### src/rtl/dlx_isa_pkg.sv
// Shared DLX ISA definitions: opcodes, request kinds and instruction field positions.
// Words are held as [31:0]; DLX bit index i (0 = MSB) corresponds to vector bit 31-i.
package dlx_isa_pkg;

    localparam logic [5:0] OP_RTYPE = 6'h00;
    localparam logic [5:0] OP_J     = 6'h02;
    localparam logic [5:0] OP_ORI   = 6'h0D;
    localparam logic [5:0] OP_LHI   = 6'h0F;

    typedef enum logic [2:0] {
        KIND_NOP   = 3'd0,
        KIND_RTYPE = 3'd1,
        KIND_ITYPE = 3'd2,
        KIND_JTYPE = 3'd3,
        KIND_LI32  = 3'd4
    } req_kind_t;

    // Field positions in [31:0] numbering (DLX [0:5] opcode is [31:26], etc.)
    localparam int OPC_HI   = 31;
    localparam int OPC_LO   = 26;
    localparam int RS1_HI   = 25;
    localparam int RS1_LO   = 21;
    localparam int RS2_HI   = 20;
    localparam int RS2_LO   = 16;
    localparam int RD_HI    = 15;
    localparam int RD_LO    = 11;
    localparam int FUNC_HI  = 5;
    localparam int FUNC_LO  = 0;
    localparam int IMM16_HI = 15;
    localparam int IMM16_LO = 0;
    localparam int IMM26_HI = 25;
    localparam int IMM26_LO = 0;

endpackage

### src/rtl/dlx_field_pack.sv
// Combinational packer: turns one field-level request into up to two DLX words
// and flags requests that are illegal or whose immediate does not fit.
module dlx_field_pack
    import dlx_isa_pkg::*;
(
    input  logic [2:0]  kind,
    input  logic [5:0]  opcode,
    input  logic [5:0]  func,
    input  logic [4:0]  rs1,
    input  logic [4:0]  rs2,
    input  logic [4:0]  rd,
    input  logic [31:0] imm,
    output logic [31:0] word1,
    output logic [31:0] word2,
    output logic        has_word2,
    output logic        emit,
    output logic        flag_err
);

    // Field placement per request kind; LI32 splits into LHI + optional ORI
    always_comb begin
        word1     = '0;
        word2     = '0;
        has_word2 = 1'b0;
        emit      = 1'b1;
        flag_err  = 1'b0;
        case (kind)
            KIND_NOP: begin
                word1 = '0;
            end
            KIND_RTYPE: begin
                word1[OPC_HI:OPC_LO]   = OP_RTYPE;
                word1[RS1_HI:RS1_LO]   = rs1;
                word1[RS2_HI:RS2_LO]   = rs2;
                word1[RD_HI:RD_LO]     = rd;
                word1[FUNC_HI:FUNC_LO] = func;
            end
            KIND_ITYPE: begin
                word1[OPC_HI:OPC_LO]     = opcode;
                word1[RS1_HI:RS1_LO]     = rs1;
                word1[RS2_HI:RS2_LO]     = rd;
                word1[IMM16_HI:IMM16_LO] = imm[15:0];
                // top 17 bits must be a pure sign extension
                flag_err = !((&imm[31:15]) || !(|imm[31:15]));
            end
            KIND_JTYPE: begin
                word1[OPC_HI:OPC_LO]     = opcode;
                word1[IMM26_HI:IMM26_LO] = imm[25:0];
                flag_err = !((&imm[31:25]) || !(|imm[31:25]));
            end
            KIND_LI32: begin
                word1[OPC_HI:OPC_LO]     = OP_LHI;
                word1[RS2_HI:RS2_LO]     = rd;
                word1[IMM16_HI:IMM16_LO] = imm[31:16];
                word2[OPC_HI:OPC_LO]     = OP_ORI;
                word2[RS1_HI:RS1_LO]     = rd;
                word2[RS2_HI:RS2_LO]     = rd;
                word2[IMM16_HI:IMM16_LO] = imm[15:0];
                has_word2 = |imm[15:0];
            end
            default: begin
                emit     = 1'b0;
                flag_err = 1'b1;
            end
        endcase
    end

endmodule

### src/rtl/dlx_instr_encoder.sv
// Streaming DLX instruction encoder: accepts field requests, emits packed words
// with word-aligned byte addresses, expanding LI32 into LHI/ORI.
//
// state    | meaning
// ---------+-------------------------------------------------------------
// ST_IDLE  | output register empty (or just drained)
// ST_HOLD1 | word held in output register, nothing pending behind it
// ST_HOLD2 | LHI held in output register, ORI waiting in ori_word
module dlx_instr_encoder
    import dlx_isa_pkg::*;
#(
    parameter int ADDR_W = 32
)
(
    input  logic              clk,
    input  logic              rst_n,
    input  logic              req_valid,
    output logic              req_ready,
    input  logic [2:0]        req_kind,
    input  logic [5:0]        req_opcode,
    input  logic [5:0]        req_func,
    input  logic [4:0]        req_rs1,
    input  logic [4:0]        req_rs2,
    input  logic [4:0]        req_rd,
    input  logic [31:0]       req_imm,
    input  logic              base_load,
    input  logic [ADDR_W-1:0] base_addr,
    output logic              out_valid,
    input  logic              out_ready,
    output logic [31:0]       out_word,
    output logic [ADDR_W-1:0] out_addr,
    output logic              err
);

    typedef enum logic [1:0] {
        ST_IDLE  = 2'd0,
        ST_HOLD1 = 2'd1,
        ST_HOLD2 = 2'd2
    } state_t;

    state_t            state;
    logic [31:0]       ori_word;
    logic [ADDR_W-1:0] next_addr;

    logic [31:0]       pk_word1;
    logic [31:0]       pk_word2;
    logic              pk_has2;
    logic              pk_emit;
    logic              pk_err;

    logic              accept;
    logic              drain;
    logic [ADDR_W-1:0] base_aligned;
    logic [ADDR_W-1:0] load_addr;

    dlx_field_pack u_pack (
        .kind      (req_kind),
        .opcode    (req_opcode),
        .func      (req_func),
        .rs1       (req_rs1),
        .rs2       (req_rs2),
        .rd        (req_rd),
        .imm       (req_imm),
        .word1     (pk_word1),
        .word2     (pk_word2),
        .has_word2 (pk_has2),
        .emit      (pk_emit),
        .flag_err  (pk_err)
    );

    // Handshake and address selection; base_load overrides the running counter
    assign req_ready    = (state != ST_HOLD2) && (!out_valid || out_ready);
    assign accept       = req_valid && req_ready;
    assign drain        = out_valid && out_ready;
    assign base_aligned = base_addr & ~ADDR_W'(3);
    assign load_addr    = base_load ? base_aligned : next_addr;

    // Sequencer, output register and address counter
    always_ff @(posedge clk or negedge rst_n) begin
        if (!rst_n) begin
            state     <= ST_IDLE;
            out_valid <= 1'b0;
            out_word  <= '0;
            out_addr  <= '0;
            next_addr <= '0;
            ori_word  <= '0;
            err       <= 1'b0;
        end else begin
            err <= accept && pk_err;
            if (state == ST_HOLD2) begin
                if (out_ready) begin
                    out_word  <= ori_word;
                    out_addr  <= load_addr;
                    next_addr <= load_addr + ADDR_W'(4);
                    state     <= ST_HOLD1;
                end else if (base_load) begin
                    next_addr <= base_aligned;
                end
            end else if (accept && pk_emit) begin
                out_valid <= 1'b1;
                out_word  <= pk_word1;
                out_addr  <= load_addr;
                next_addr <= load_addr + ADDR_W'(4);
                ori_word  <= pk_word2;
                state     <= pk_has2 ? ST_HOLD2 : ST_HOLD1;
            end else begin
                if (base_load) begin
                    next_addr <= base_aligned;
                end
                if (drain) begin
                    out_valid <= 1'b0;
                    state     <= ST_IDLE;
                end
            end
        end
    end

endmodule
### config.mk
export PLATFORM = sky130hd
export DESIGN_NAME = dlx_instr_encoder
export DESIGN_NICKNAME = d
export VERILOG_FILES = /design/src/rtl/dlx_isa_pkg.sv /design/src/rtl/dlx_field_pack.sv /design/src/rtl/dlx_instr_encoder.sv
export SDC_FILE = /design/constraint.sdc
export NUM_CORES = 1
export LEC_CHECK = 0
export BUFFER_PORTS_ARGS = -buffer_cell sky130_fd_sc_hd__buf_2
export CAP_MARGIN = 20
export CORE_ASPECT_RATIO = 1.1
export CORE_UTILIZATION = 35
export DETAILED_ROUTE_END_ITERATION = 10
export REMOVE_ABC_BUFFERS = 1
export SETUP_SLACK_MARGIN = 0.3
export SYNTH_ARGS = -nofsm -noshare
export SYNTH_HDL_FRONTEND = slang
export SYNTH_SLANG_ARGS = --single-unit
### constraint.sdc
create_clock -name clk -period 2.3 [get_ports clk]
set_input_delay 0.46 -clock clk [delete_from_list [all_inputs] [get_ports clk]]
set_output_delay 0.46 -clock clk [all_outputs]
set_load 0.01 [all_outputs]
# == After elaboration in Yosys (flattened, before gate mapping) ==
# Cells that the tools add are included.
# totals
regBits,132
in_bits,99
out_inout_bits,67
# op_classes
addsub,1
eq_ne,7
mux,26
bitwise_logic,1
reduce_logical,30
# ops
cell,count
$mux 32,10
$pmux 10 s4,1
$add 32x3->32 const B,1
$mux 30,1
$pmux 5 s2,2
$pmux 6 s3,1
$reduce_and 17->1,1
$reduce_or 17->1,1
$reduce_or 16->1,1
$pmux 6 s2,1
$mux 2,5
$reduce_and 2->1,4
$reduce_and 7->1,1
$reduce_or 7->1,1
$eq 3x2->1 const B,2
$logic_and 1x1->1,5
$logic_not 1->1,5
$reduce_or 5->1,1
$mux 1,4
$ne 2x2->1 const B,2
$reduce_bool 2->1,2
$reduce_or 2->1,2
$eq 3x1->1 const B,1
$eq 3x3->1 const B,1
7 further kinds,9

# == Longest topological paths before layout ==
# depth
depth_word,7
mapped_depth,15

# == Hierarchy ==
# From an unflattened synthesis, not the netlist that was laid out.
# unflattened
hier_cells,725
hier_area_um2,6962.9
# by_module_without_submodules
mod,instances,cells_each,area_each_um2,seq_area_each_um2
dlx_instr_encoder,1,584,6044.5,3303.2
dlx_field_pack,1,141,918.4,0.0

# == Worst setup path before layout ==
# Ideal clock, no wire load.
# synth_timing
kind,in2reg
startpoint,input port base_load
endpoint,register next_addr[12]
t_arrival_ns,2.744
path_slack_ns,-0.571
cell_stages,15
path_buffers,6
cell_sequence,buf_2 > buf_4 > buf_2 > buf_2 > buf_2 > a21oi_1 > inv_1 > ha_1 > inv_1 > a221oi_1 > and2_1 > clkbuf_1 > nand2_1 > o211ai_1 > o21ai_1
# synth_via
elab_chain_cells,4
word_cells_on_any_way,5
# synth_lines
element,line,source
"start, declared",dlx_instr_encoder.sv:26,"input logic base_load,"
$mux 32 (*),--,
named net load_addr[2],dlx_instr_encoder.sv:54,logic [ADDR_W-1:0] load_addr;
$add 32x3->32 (*),"dlx_instr_encoder.sv:94, dlx_instr_encoder.sv:103",
"$mux 32, on equally long branches","dlx_instr_encoder.sv:99, dlx_instr_encoder.sv:91",
$mux 32 (*),dlx_instr_encoder.sv:90,if (state == ST_HOLD2) begin
"end signal, assigned",dlx_instr_encoder.sv:94,next_addr <= load_addr + ADDR_W'(4);
"end signal, assigned",dlx_instr_encoder.sv:97,next_addr <= base_aligned;
"end signal, assigned",dlx_instr_encoder.sv:103,next_addr <= load_addr + ADDR_W'(4);
"end, declared",dlx_instr_encoder.sv:43,logic [ADDR_W-1:0] next_addr;
# The timed path passes the listed nets; every way through them passes the cells marked *.
# A chain may end at the register's enable or synchronous reset.

# == Final worst setup path ==
# layout_timing
startpoint,register out_valid
endpoint,register next_addr[31]
# layout_via
elab_chain_cells,7
# layout_lines
element,line,source
"start, declared",dlx_instr_encoder.sv:28,"output logic out_valid,"
"start signal, assigned",dlx_instr_encoder.sv:82,out_valid <= 1'b0;
"start signal, assigned",dlx_instr_encoder.sv:100,out_valid <= 1'b1;
"start signal, assigned",dlx_instr_encoder.sv:111,out_valid <= 1'b0;
$logic_not 1->1,dlx_instr_encoder.sv:72,assign req_ready = (state != ST_HOLD2) && (!out_valid || out_ready);
$logic_or 1x1->1,dlx_instr_encoder.sv:72,
$logic_and 1x1->1,dlx_instr_encoder.sv:72,
$logic_and 1x1->1,dlx_instr_encoder.sv:73,assign accept = req_valid && req_ready;
$logic_and 1x1->1,dlx_instr_encoder.sv:99,end else if (accept && pk_emit) begin
$mux 32,dlx_instr_encoder.sv:99,
$mux 32,dlx_instr_encoder.sv:90,
# Every way passes these cells.

==> results.md <==
- DRT iter0 DRCs: 353
- Worst endpoint required time: 2.59 ns
- Die Y: 143.0 um
- IO Port Bufs: 163
- Avg WL per Cell: 16.32 um
- Core area: 0.01768 mm2
- Relative slew slack: 45.27%
- Worst-margin pin slew: 0.8192 ns
- Tot GR Track Use: 20.92%
- H-tree depth: 4
- Chip Width: 130.2 um
- TritonCTS Buffers: 17
- CTS tree: built
- Synth unique cells: 53
- Synth top area share: 48.28%
- Synth Area per Inst: 9.205 um2
- I/O pin total: 166
- Mapped Cells: 687
- Final setup margin: 0.2460 ns
- Most frequent cells in the layout: buf_2 (162), dfrtp_1 (122), nand2_1 (107)
- Final net count: 988
- PD cells: 808.2 mW/mm2
- Commonest non-fill, non-tap cell in the layout: buf_2
- Vias: 5868
- Min-delay worst type: in2async
- Fill cells: 1738
- Unrepaired setup endpoints after global routing: yes
- Starting Density: 35.78%
- Die ar.: 0.01861 mm2
- Crit share post-route: 89.31%
- Number of synthesized flops with an enable pin: 0
- CTS max path bufs: 2
- Post-synth top area cell: dfrtp_1
- Pre-antenna DRT Iters: 5
- Worst vdd ir: 0.0005463 V
- Crit path capture: next_addr[31]
- Asr flop ratio synth: 100.0%
- Initial antenna violation count: 0
- Register area share after synthesis: 48.28%
- Status: finished, final reports clean
- Final min period: 2.054 ns
- Final Non-Filler Cells: 1138
- FF-to-FF Start: out_valid
- Endpoints failing setup: 0
- Routed wire length: 18570 um
- Max-cap violation count: 0
- RD Place Congestion: 0.9018
- Ys flop type: dfrtp_1
- Flop2flop setup slack: 0.25 ns
- Hold-fix buffers, CTS: 0
- Synth Register Bits: 122
- Num rows: 51
- Fin. max-slew vios: 0
- R2r worst-path depth: 6
- Post-DP HPWL: 13360 um
- Leakage: 3.862 nW
- Crit. End Element: flop
- Post-synthesis cell area: 0.006324 mm2
- FF-to-FF End: next_addr[31]
- Routed Antenna Nets: 0
- Critical path launch point type: flop
- P&R area growth vs syn: 34.92%
- Peak Freq: 486.9 MHz
- Area contributors post-synth: dfrtp_1 (48%), nand2_1 (6.4%), o21ai_0 (5.0%), mux2i_1 (4.7%), nor2_1 (4.5%)
- First-pass GRT wire length: 29430 um
- Register area: 0.003053 mm2
- Clock Sinks: 122
- # DRC: 0
- Clk root buf: clkbuf_16
- Critical path fanouts, max: 5
- ANT cells: 0
- Grt total ovfl: 0
- Worst Skew: 0.008937 ns
- Critical Path Source: out_valid
- Final hold viol count: 0
- Dpl ws: -0.1503 ns
- Crit Path Category: reg2reg
- TNS Setup: 0 ns
- Multi-input logic area: 0.003162 mm2
- Largest net degree at the start of global routing: 46
- Placed Cells: 1101
- Layout cells sized above 1: 31.89%
- Routed vias/inst: 5.156
- Warnings, synthesis: 0
- Crit path arrival time: 2.34 ns
- Number of global-route vias before repair: 5610
- Clk slew on worst S/H paths: 0.06 ns
- Clk Latency, worst-skew pair: 0.42 ns
## power by group
part | total, mW | internal, mW | leakage [nW] | switching [mW]
sequential | 2.69 | 2.49 | 1.50 | 0.197
clock | 2.70 | 1.76 | 0.291 | 0.942
combinational | 1.51 | 0.653 | 2.08 | 0.853
## per-layer routing
| layer | part of all wire (%) | track usage (%) | routed length [um] | vias up |
|---|---|---|---|---|
| li1 | - | - | - | 2862 |
| met1 | 45 | 27.46 | 8443 | 2760 |
| met2 | 46 | 33.12 | 8627 | 227 |
| met3 | 6.6 | 5.583 | 1224 | 19 |
| met4 | 1.5 | 7.099 | 272 | 0 |
| met5 | 0 | 0 | 0 | - |
## cells in the mapped netlist, types with 7 or more instances
master and count:
buf_2 10, mux2_2 8, nand3b_1 9, xor2_1 15, nor3_1 9, inv_1 8, a221oi_1 17, a31oi_1 7
dfrtp_1 122, a22oi_1 18, nand2_1 108, o21ai_0 63, mux2i_1 30, nand3_1 16, a21oi_1 36, nor2_1 75
nor4_1 9, nand4_1 11, nor2b_1 13, clkbuf_1 27, xnor2_1 16
## how the worst min path moves through the flow
stage                    endpoint  depth (start not counted)         start  slack [ns]
floorplan                     err                          0         rst_n        0.16
global placement     ori_word[10]                          2  ori_word[10]        0.45
detailed placement   ori_word[10]                          2  ori_word[10]        0.46
CTS                 next_addr[11]                          1         rst_n        0.06
global route        next_addr[11]                          1         rst_n        0.07
finish              next_addr[11]                          1         rst_n        0.04
## logic make-up (layout without fill, tap and decap cells)
family / count (synthesis) / in the layout / synth area share (%)
AOI/OAI and AO/OA: 178 / 178 / 18.14
and+or+nand+nor: 265 / 265 / 19.33
adders and majority gates: 1 / 1 / 0.1978
buffers and inverters: 52 / 265 / 3.581
xor gates and xnor gates: 31 / 31 / 4.294
muxes: 38 / 38 / 6.173
DFF: 122 / 122 / 48.28
## worst max-delay path, cell delays in order (launching register included)
cell and delay, ns:
dfrtp_1 0.38, nor2b_4 0.13, o41a_4 0.45, or2_4 0.28, nor3_4 0.34, nand4_1 0.16
xor2_1 0.17
## through the flow
step	util [%]	area (um2)	power [mW]	hold slack, ns
after floorplan	-	6127	3.426	0.1644
after global placement	43.80	7741	4.162	0.4550
after detailed placement	43.80	7741	4.185	0.4648
after CTS	47.86	8459	6.948	0.05864
after global routing	48.27	8532	7.274	0.07422
final	48.27	8532	6.895	0.04132
## sequential cells by signal, summed over array words and instances (netlist names)
name,cells
next_addr,32
out_addr,32
out_word,32
ori_word,22
state,2
err,1
out_valid,1
## final cells by class
| cell class | count | share of cell area (%) |
|---|---|---|
| Multi-Input combinational cell | 513 | 37.06 |
| Clock buffer | 25 | 6.042 |
| Sequential cell | 122 | 35.78 |
| Tap cell | 238 | 3.490 |
| Timing Repair Buffer | 226 | 16.28 |
| Clock inverter | 6 | 0.9972 |
| Inverter | 8 | 0.3520 |
## timing repair
item	CTS	global route
gates resized for setup	12	15
buffers inserted	4	1
gates cloned	1	0
setup endpoints to repair	63	50
pin swaps	5	10
(Power assumes the default switching activity.)
